## src/rtl/masked_share_pkg.sv

```systemverilog
// Shared types and PRNG helpers for the masked share encoder.
package masked_share_pkg;

  localparam int LFSR_W = 32;
  localparam int TAP_A  = 31;
  localparam int TAP_B  = 21;
  localparam int TAP_C  = 1;
  localparam int TAP_D  = 0;
  localparam int ADV_STEPS = 3;
  localparam logic [LFSR_W-1:0] ZERO_SEED_SUB = 32'h0000_0001;

  typedef enum logic {WARM, RUN} enc_state_e;

  // Fibonacci step for x^32+x^22+x^2+x+1.
  function automatic logic [LFSR_W-1:0] lfsr_step(input logic [LFSR_W-1:0] s);
    return {s[LFSR_W-2:0], s[TAP_A] ^ s[TAP_B] ^ s[TAP_C] ^ s[TAP_D]};
  endfunction

  // Three steps per advance so every consumed mask triple is fresh state.
  function automatic logic [LFSR_W-1:0] lfsr_advance(input logic [LFSR_W-1:0] s);
    logic [LFSR_W-1:0] t;
    t = s;
    for (int i = 0; i < ADV_STEPS; i++) t = lfsr_step(t);
    return t;
  endfunction

endpackage

```

## src/rtl/share_lfsr.sv

```systemverilog
// PRNG state holder: reseed has priority over advance; mask is pre-advance state.
module share_lfsr
  import masked_share_pkg::*;
#(
  parameter logic [31:0] SEED = 32'hACE1_1234
) (
  input  logic              clk,
  input  logic              rst_n,
  input  logic              seed_load,
  input  logic [LFSR_W-1:0] seed,
  input  logic              adv,
  output logic [2:0]        mask
);

  logic [LFSR_W-1:0] st_q;

  always_ff @(posedge clk or negedge rst_n) begin
    if (!rst_n)         st_q <= SEED;
    else if (seed_load) st_q <= (seed == '0) ? ZERO_SEED_SUB : seed;
    else if (adv)       st_q <= lfsr_advance(st_q);
  end

  assign mask = st_q[2:0];

endmodule

```

## src/rtl/masked_share_encoder.sv

```systemverilog
// Plaintext (A,B) -> registered first-order Boolean shares plus fresh mask r0,
// with a warm-up period after every PRNG seed before input is accepted.
module masked_share_encoder #(
  parameter int          LFSR_W = 32,
  parameter logic [31:0] SEED   = 32'hACE1_1234,
  parameter int          WARMUP = 16
) (
  input  logic              clk,
  input  logic              rst_n,
  input  logic              i_seed_valid,
  input  logic [LFSR_W-1:0] i_seed,
  input  logic              i_valid,
  input  logic              i_A,
  input  logic              i_B,
  output logic              o_ready,
  output logic              o_valid,
  input  logic              i_ready,
  output logic              o_A0,
  output logic              o_A1,
  output logic              o_B0,
  output logic              o_B1,
  output logic              o_r0
);
  import masked_share_pkg::*;

  localparam logic [7:0] WARM_INIT = 8'(WARMUP);

  enc_state_e state_q, state_d;
  logic [7:0] cnt_q;
  logic [2:0] mask;
  logic       accept, adv;

  share_lfsr #(.SEED(SEED)) u_lfsr (
    .clk       (clk),
    .rst_n     (rst_n),
    .seed_load (i_seed_valid),
    .seed      (i_seed),
    .adv       (adv),
    .mask      (mask)
  );

  always_ff @(posedge clk or negedge rst_n) begin
    if (!rst_n) state_q <= WARM;
    else        state_q <= state_d;
  end

  // Leave WARM on the edge that consumes the last warm-up advance.
  always_comb begin
    state_d = state_q;
    case (state_q)
      WARM:    if (cnt_q == 8'd1) state_d = RUN;
      RUN:     state_d = RUN;
      default: state_d = WARM;
    endcase
    if (i_seed_valid) state_d = WARM;
  end

  always_comb begin
    o_ready = (state_q == RUN) && (!o_valid || i_ready);
    accept  = i_valid && o_ready;
    adv     = (state_q == WARM) || accept;
  end

  always_ff @(posedge clk or negedge rst_n) begin
    if (!rst_n)                 cnt_q <= WARM_INIT;
    else if (i_seed_valid)      cnt_q <= WARM_INIT;
    else if (state_q == WARM)   cnt_q <= cnt_q - 8'd1;
  end

  // Single-entry output stage; independent of reseed so a pending set always drains.
  always_ff @(posedge clk or negedge rst_n) begin
    if (!rst_n) begin
      o_valid <= 1'b0;
      o_A0    <= 1'b0;
      o_A1    <= 1'b0;
      o_B0    <= 1'b0;
      o_B1    <= 1'b0;
      o_r0    <= 1'b0;
    end else if (accept) begin
      o_valid <= 1'b1;
      o_A0    <= i_A ^ mask[0];
      o_A1    <= mask[0];
      o_B0    <= i_B ^ mask[1];
      o_B1    <= mask[1];
      o_r0    <= mask[2];
    end else if (i_ready) begin
      o_valid <= 1'b0;
    end
  end

endmodule

```

## config.mk

```make
export PLATFORM = sky130hd
export DESIGN_NAME = masked_share_encoder
export DESIGN_NICKNAME = d
export VERILOG_FILES = /design/src/rtl/masked_share_pkg.sv /design/src/rtl/share_lfsr.sv /design/src/rtl/masked_share_encoder.sv
export SDC_FILE = /design/constraint.sdc
export NUM_CORES = 1
export LEC_CHECK = 0
export BUFFER_PORTS_ARGS = -buffer_cell sky130_fd_sc_hd__buf_2
export CAP_MARGIN = 40
export CORE_UTILIZATION = 57
export CTS_BUF_LIST = sky130_fd_sc_hd__clkbuf_4
export CTS_CLUSTER_SIZE = 14
export DETAILED_ROUTE_END_ITERATION = 6
export PLACE_DENSITY = 0.84
export SLEW_MARGIN = 10
export SYNTH_ARGS = -nofsm -noshare
export SYNTH_HDL_FRONTEND = slang
export SYNTH_SLANG_ARGS = --single-unit
```

## constraint.sdc

```tcl
create_clock -name clk -period 1.7 [get_ports clk]
set_input_delay 0.34 -clock clk [delete_from_list [all_inputs] [get_ports clk]]
set_output_delay 0.34 -clock clk [all_outputs]
set_load 0.01 [all_outputs]
```

=== Word level (Yosys, flattened, before mapping) ===
Index checks and enable logic that the tools add are counted.

* Register bits after elaboration: 47
* Latch bits: 0
* Memory bits (writable): 0
* ROM bits: 0
* Bits of input ports: 39
* Output and inout bits: 7
* Word-level logic and storage cells: 42
* Memories kept: 0

* $add $sub $neg: 1
* $mul: 0
* Divide/modulo/power cells: 0
* Magnitude comparators: 0
* Equality and inequality tests: 2
* Shift-type cells: 0
* Multiplexer cells: 10
* Bitwise gates (word level): 12
* Reductions and logical operators: 8

{| class="wikitable"
|+ Operators with widths
! operator !! number
|-
| 32-bit two-way mux || 3
|-
| 32-bit zero test || 1
|-
| 8-bit two-way mux || 2
|-
| 1-bit XOR || 11
|-
| 8-bit by 1-bit equality test with 1-bit output (second input constant) || 1
|-
| 8-bit by 1-bit subtractor with 8-bit output (second input constant) || 1
|-
| 1-bit two-way mux || 4
|-
| 2-bit nonzero test || 2
|-
| 1-bit logical AND || 2
|-
| 1-bit logical OR || 2
|-
| 2-bit inequality test (second input constant) || 1
|-
| 1-bit one-hot mux with 2 select lines || 1
|-
| 1-bit zero test || 1
|-
| 1-bit NOT || 1
|}

=== Depth between registers and ports, before layout ===
* Depth after elaboration: 7
* Depth in mapped cells: 6

=== Modules after synthesis ===
A second synthesis with hierarchy kept.

* Cells, all modules: 229
* Area total of the unflattened synthesis: 2372.3 µm²

{| class="wikitable"
|+ Modules (own cells, without submodules)
! module !! times used !! cells each !! area an instance (µm²) !! seq. area each (µm²)
|-
| share_lfsr || 1 || 164 || 1652.8 || 817.0
|-
| masked_share_encoder || 1 || 65 || 719.4 || 376.6
|}

=== Least setup slack after synthesis ===
OpenSTA, ideal clock, no wires.

* Path type: register to register
* Start point: register cnt_q[0]
* End point: register cnt_q[4]
* Library setup time: 88 ps
* Arrival time: 1440 ps
* Data required time: 1612 ps
* Setup slack: 172 ps
* Stages on the path, launching flop included: 6
* Path buffers: 0
* Period minus slack after synthesis: 1528 ps
* Cells stage by stage: dfrtp_1 -> inv_1 -> ha_1 -> or3b_4 -> o21ai_0 -> or3b_1

* Cells in the longest elaborated chain, start to end: 3

{| class="wikitable"
|+ Ends and longest elaborated chain
! element !! RTL line !! source
|-
| start: declaration || masked_share_encoder.sv:29 || <nowiki>logic [7:0] cnt_q;</nowiki>
|-
| start signal: assignment || masked_share_encoder.sv:67 || <nowiki>else if (state_q == WARM) cnt_q <= cnt_q - 8'd1;</nowiki>
|-
| 8-bit by 1-bit subtractor with 8-bit output || masked_share_encoder.sv:67 ||
|-
| 8-bit two-way mux || masked_share_encoder.sv:67 ||
|-
| 8-bit two-way mux || masked_share_encoder.sv:66 || <nowiki>else if (i_seed_valid) cnt_q <= WARM_INIT;</nowiki>
|}

No other way between the ends. The select of a mux whose other input is x is not followed.
A chain may end at the register's enable or synchronous reset.

=== Worst setup path after layout ===
* Start point: register cnt_q[1]
* End point: register cnt_q[6]

Same word-level chain as after synthesis.

==> results.json <==
{
  "status": "finished, final reports clean",
  "rsz0062_at_grt": "false",
  "cts_num_sinks": 47,
  "grt-ovfl-total": 0,
  "cts_buffers": 5,
  "die_h_um": 65.6,
  "routed_wl_um": 4570,
  "drtIter0Drc": 69,
  "regToRegSetupSlack_ns": 0.06,
  "startpoint_type": "register",
  "placed_area_sq_um": 2630,
  "cap_violations": 0,
  "peakVddDrop_mv": 0.689,
  "p_leak_nw": 1.25,
  "final_area_sq_um": 2720,
  "htreeDepth": 2,
  "criticalPathCategory": "reg -> reg",
  "grt_max_degree": 32,
  "syn-mean-instance-area_sq_um": 10.4,
  "grtUsageTotal": 0.249,
  "end_kind": "register",
  "async_reset_ff_frac": 1.00,
  "slew_headroom": 0.719,
  "crit_path_max_fanout": 4,
  "powerDensity_nw_per_um2": 1110,
  "final_util": 0.720,
  "synth.net_count": 263,
  "netlist_area_sq_um": 2310,
  "grt_pass1_wl_um": 7840,
  "cts_tree": "done",
  "fp.dieW_um": 65.6,
  "drt-wirelength-per-cell_um": 14.1,
  "finalHoldViolations": 0,
  "antenna_found_initial": 0,
  "layout_min_cycle_time_ns": 1.64,
  "synth.ff_latch_count": 47,
  "nNetsFinal": 316,
  "rows": 22,
  "worstPathRequired_ns": 1.98,
  "tightest_slew_ns": 0.417,
  "antenna_cells": 0,
  "min_period_over_period": 0.964,
  "clkLatencyLatePin_ns": 0.37,
  "viasPerCell": 5.51,
  "die_area_sq_um": 4310,
  "cts_root_buffer": "clkbuf_4",
  "fin_cells": 324,
  "yosysWarnings": 0,
  "cts.clk_slew.worst_paths_ns": 0.13,
  "hpwl_um": 3410,
  "cp.arrival_ns": 1.92,
  "place.port_buffers": 45,
  "fin_worst_skew_ns": 0.0111,
  "gp_congestion": 0.778,
  "coreArea_sq_um": 3770,
  "cts_buffer_depth": 2,
  "synth_edf_count": 0,
  "grt_pass1_vias": 1750,
  "fmax_mhz": 610,
  "hold_class": "in -> reg",
  "drc_errors": 0,
  "start_util": 0.612,
  "synth.area.top_cells": "dfrtp_1 (36%), dfstp_2 (16%), mux2i_1 (13%), o21ai_0 (7.6%), nand2_1 (5.9%)",
  "finalSetupViolations": 0,
  "synth.largest_area_cell": "dfrtp_1",
  "ioPinCount": 46,
  "slew_violations": 0,
  "area_growth_pct": 17.7,
  "drive_above_1_share": 0.297,
  "final_antenna_net_count": 0,
  "drt_pass1_iterations": 4,
  "place_inst": 312,
  "ys_types": 30,
  "netlist_instances": 222,
  "ys_seq_area_frac": 0.517,
  "power.total_w": 0.00302,
  "vias": 1786,
  "synth_flop_cell": "dfrtp_1",
  "synth_top_area_frac": 0.358
}
final cells by class:
type	count	area, sq um
sequential	47	1190
inverter	5	18.8
timing repair buffer	58	350
tap	48	60.1
multi-input combinational	158	1040
clock buffer	6	45.0
fill	297	1050
clock inverter	2	7.51
flip-flops by register name, summed over array words and instances (netlist names):
register     count
u_lfsr.st_q     32
cnt_q            8
o_A0             1
o_A1             1
o_B0             1
o_B1             1
o_r0             1
o_valid          1
state_q          1
kinds of logic (layout without fill, tap and decap cells):
| logic type | count (synthesis) | count (layout) | synth area share |
|---|---|---|---|
| DFF | 47 | 47 | 0.517 |
| and+or+nand+nor | 69 | 69 | 0.142 |
| muxes | 32 | 32 | 0.140 |
| AOI/OAI and AO/OA | 42 | 42 | 0.103 |
| buffers and inverters | 17 | 71 | 0.0320 |
| xor gates and xnor gates | 13 | 13 | 0.0553 |
| adders and majority gates | 2 | 2 | 0.0108 |
timing repair:
| item | CTS | global route |
|---|---|---|
| hold buffers | 1 | 0 |
| resized for setup | 0 | 1 |
| setup endpoints to repair | 0 | 2 |
| setup buffers | 0 | 3 |
| endpoints found under the hold margin | 16 | 0 |
critical path, cell delays in order, from the launching register on:
cell     delay, ns
dfrtp_1       0.42
inv_1         0.09
ha_1          0.16
or3b_4        0.41
nor4_2        0.22
xnor2_1       0.18
nor2_1        0.06
cells in the mapped netlist (all sizes together) (3+ instances only):
cell type and number:
dfrtp 33, xnor2 8, o21ai 35, nor4 11
dfstp 14, nor3 3, inv 5, xor2 4
nor2 10, buf 8, nand2 36, clkbuf 4
mux2i 30, a21oi 3
metal layers:
metal,part of all wire,wire length [um],global-route usage
met4,0.028,127,0.128
met2,0.47,2150,0.402
met3,0.035,159,0.0538
met1,0.47,2120,0.313
met5,0,0,0
worst paths after layout:
path	startpoint	endpoint	cells after the start
worst max-delay path	cnt_q[1]	cnt_q[6]	6
worst min-delay path	i_seed[1]	u_lfsr.st_q[1]	2
worst max register to register	cnt_q[1]	cnt_q[6]	6
worst min register to register	u_lfsr.st_q[23]	u_lfsr.st_q[23]	2
max in group asynchronous	rst_n	u_lfsr.st_q[27]	3
min in group asynchronous	rst_n	o_B0	2
metrics by stage:
step	hold WS, ns	TNS (ns)	setup WS [ns]
6_report	0.244	0	0.0610
4_1_cts	0.233	0	0.00430
3_3_place_gp	0.302	0	0.0733
3_5_place_dp	0.303	-0.0586	-0.0586
5_1_grt	0.228	0	0.00623
2_1_floorplan	0.0444	0	0.172
where the power goes:
group / switching (W) / leakage (nW) / internal, W
logic: 0.000419 / 0.666 / 0.000462
clock network: 0.000342 / 0.0307 / 0.000170
registers: 0.000198 / 0.553 / 0.00143
total: 0.000959 / 1.25 / 0.00206
cell usage in the layout (no fill, tap or decap), drive strengths merged, types with 3 or more instances in the layout:
cell | synthesis | layout
nor4 | 11 | 11
inv | 5 | 5
a21oi | 3 | 3
nor3 | 3 | 3
buf | 8 | 57
nor2 | 10 | 10
xor2 | 4 | 4
xnor2 | 8 | 8
nand2 | 36 | 36
dfstp | 14 | 14
mux2i | 30 | 30
clkbuf | 4 | 6
o21ai | 35 | 35
dfrtp | 33 | 33
Note: power is estimated with default switching activity, not from simulation.
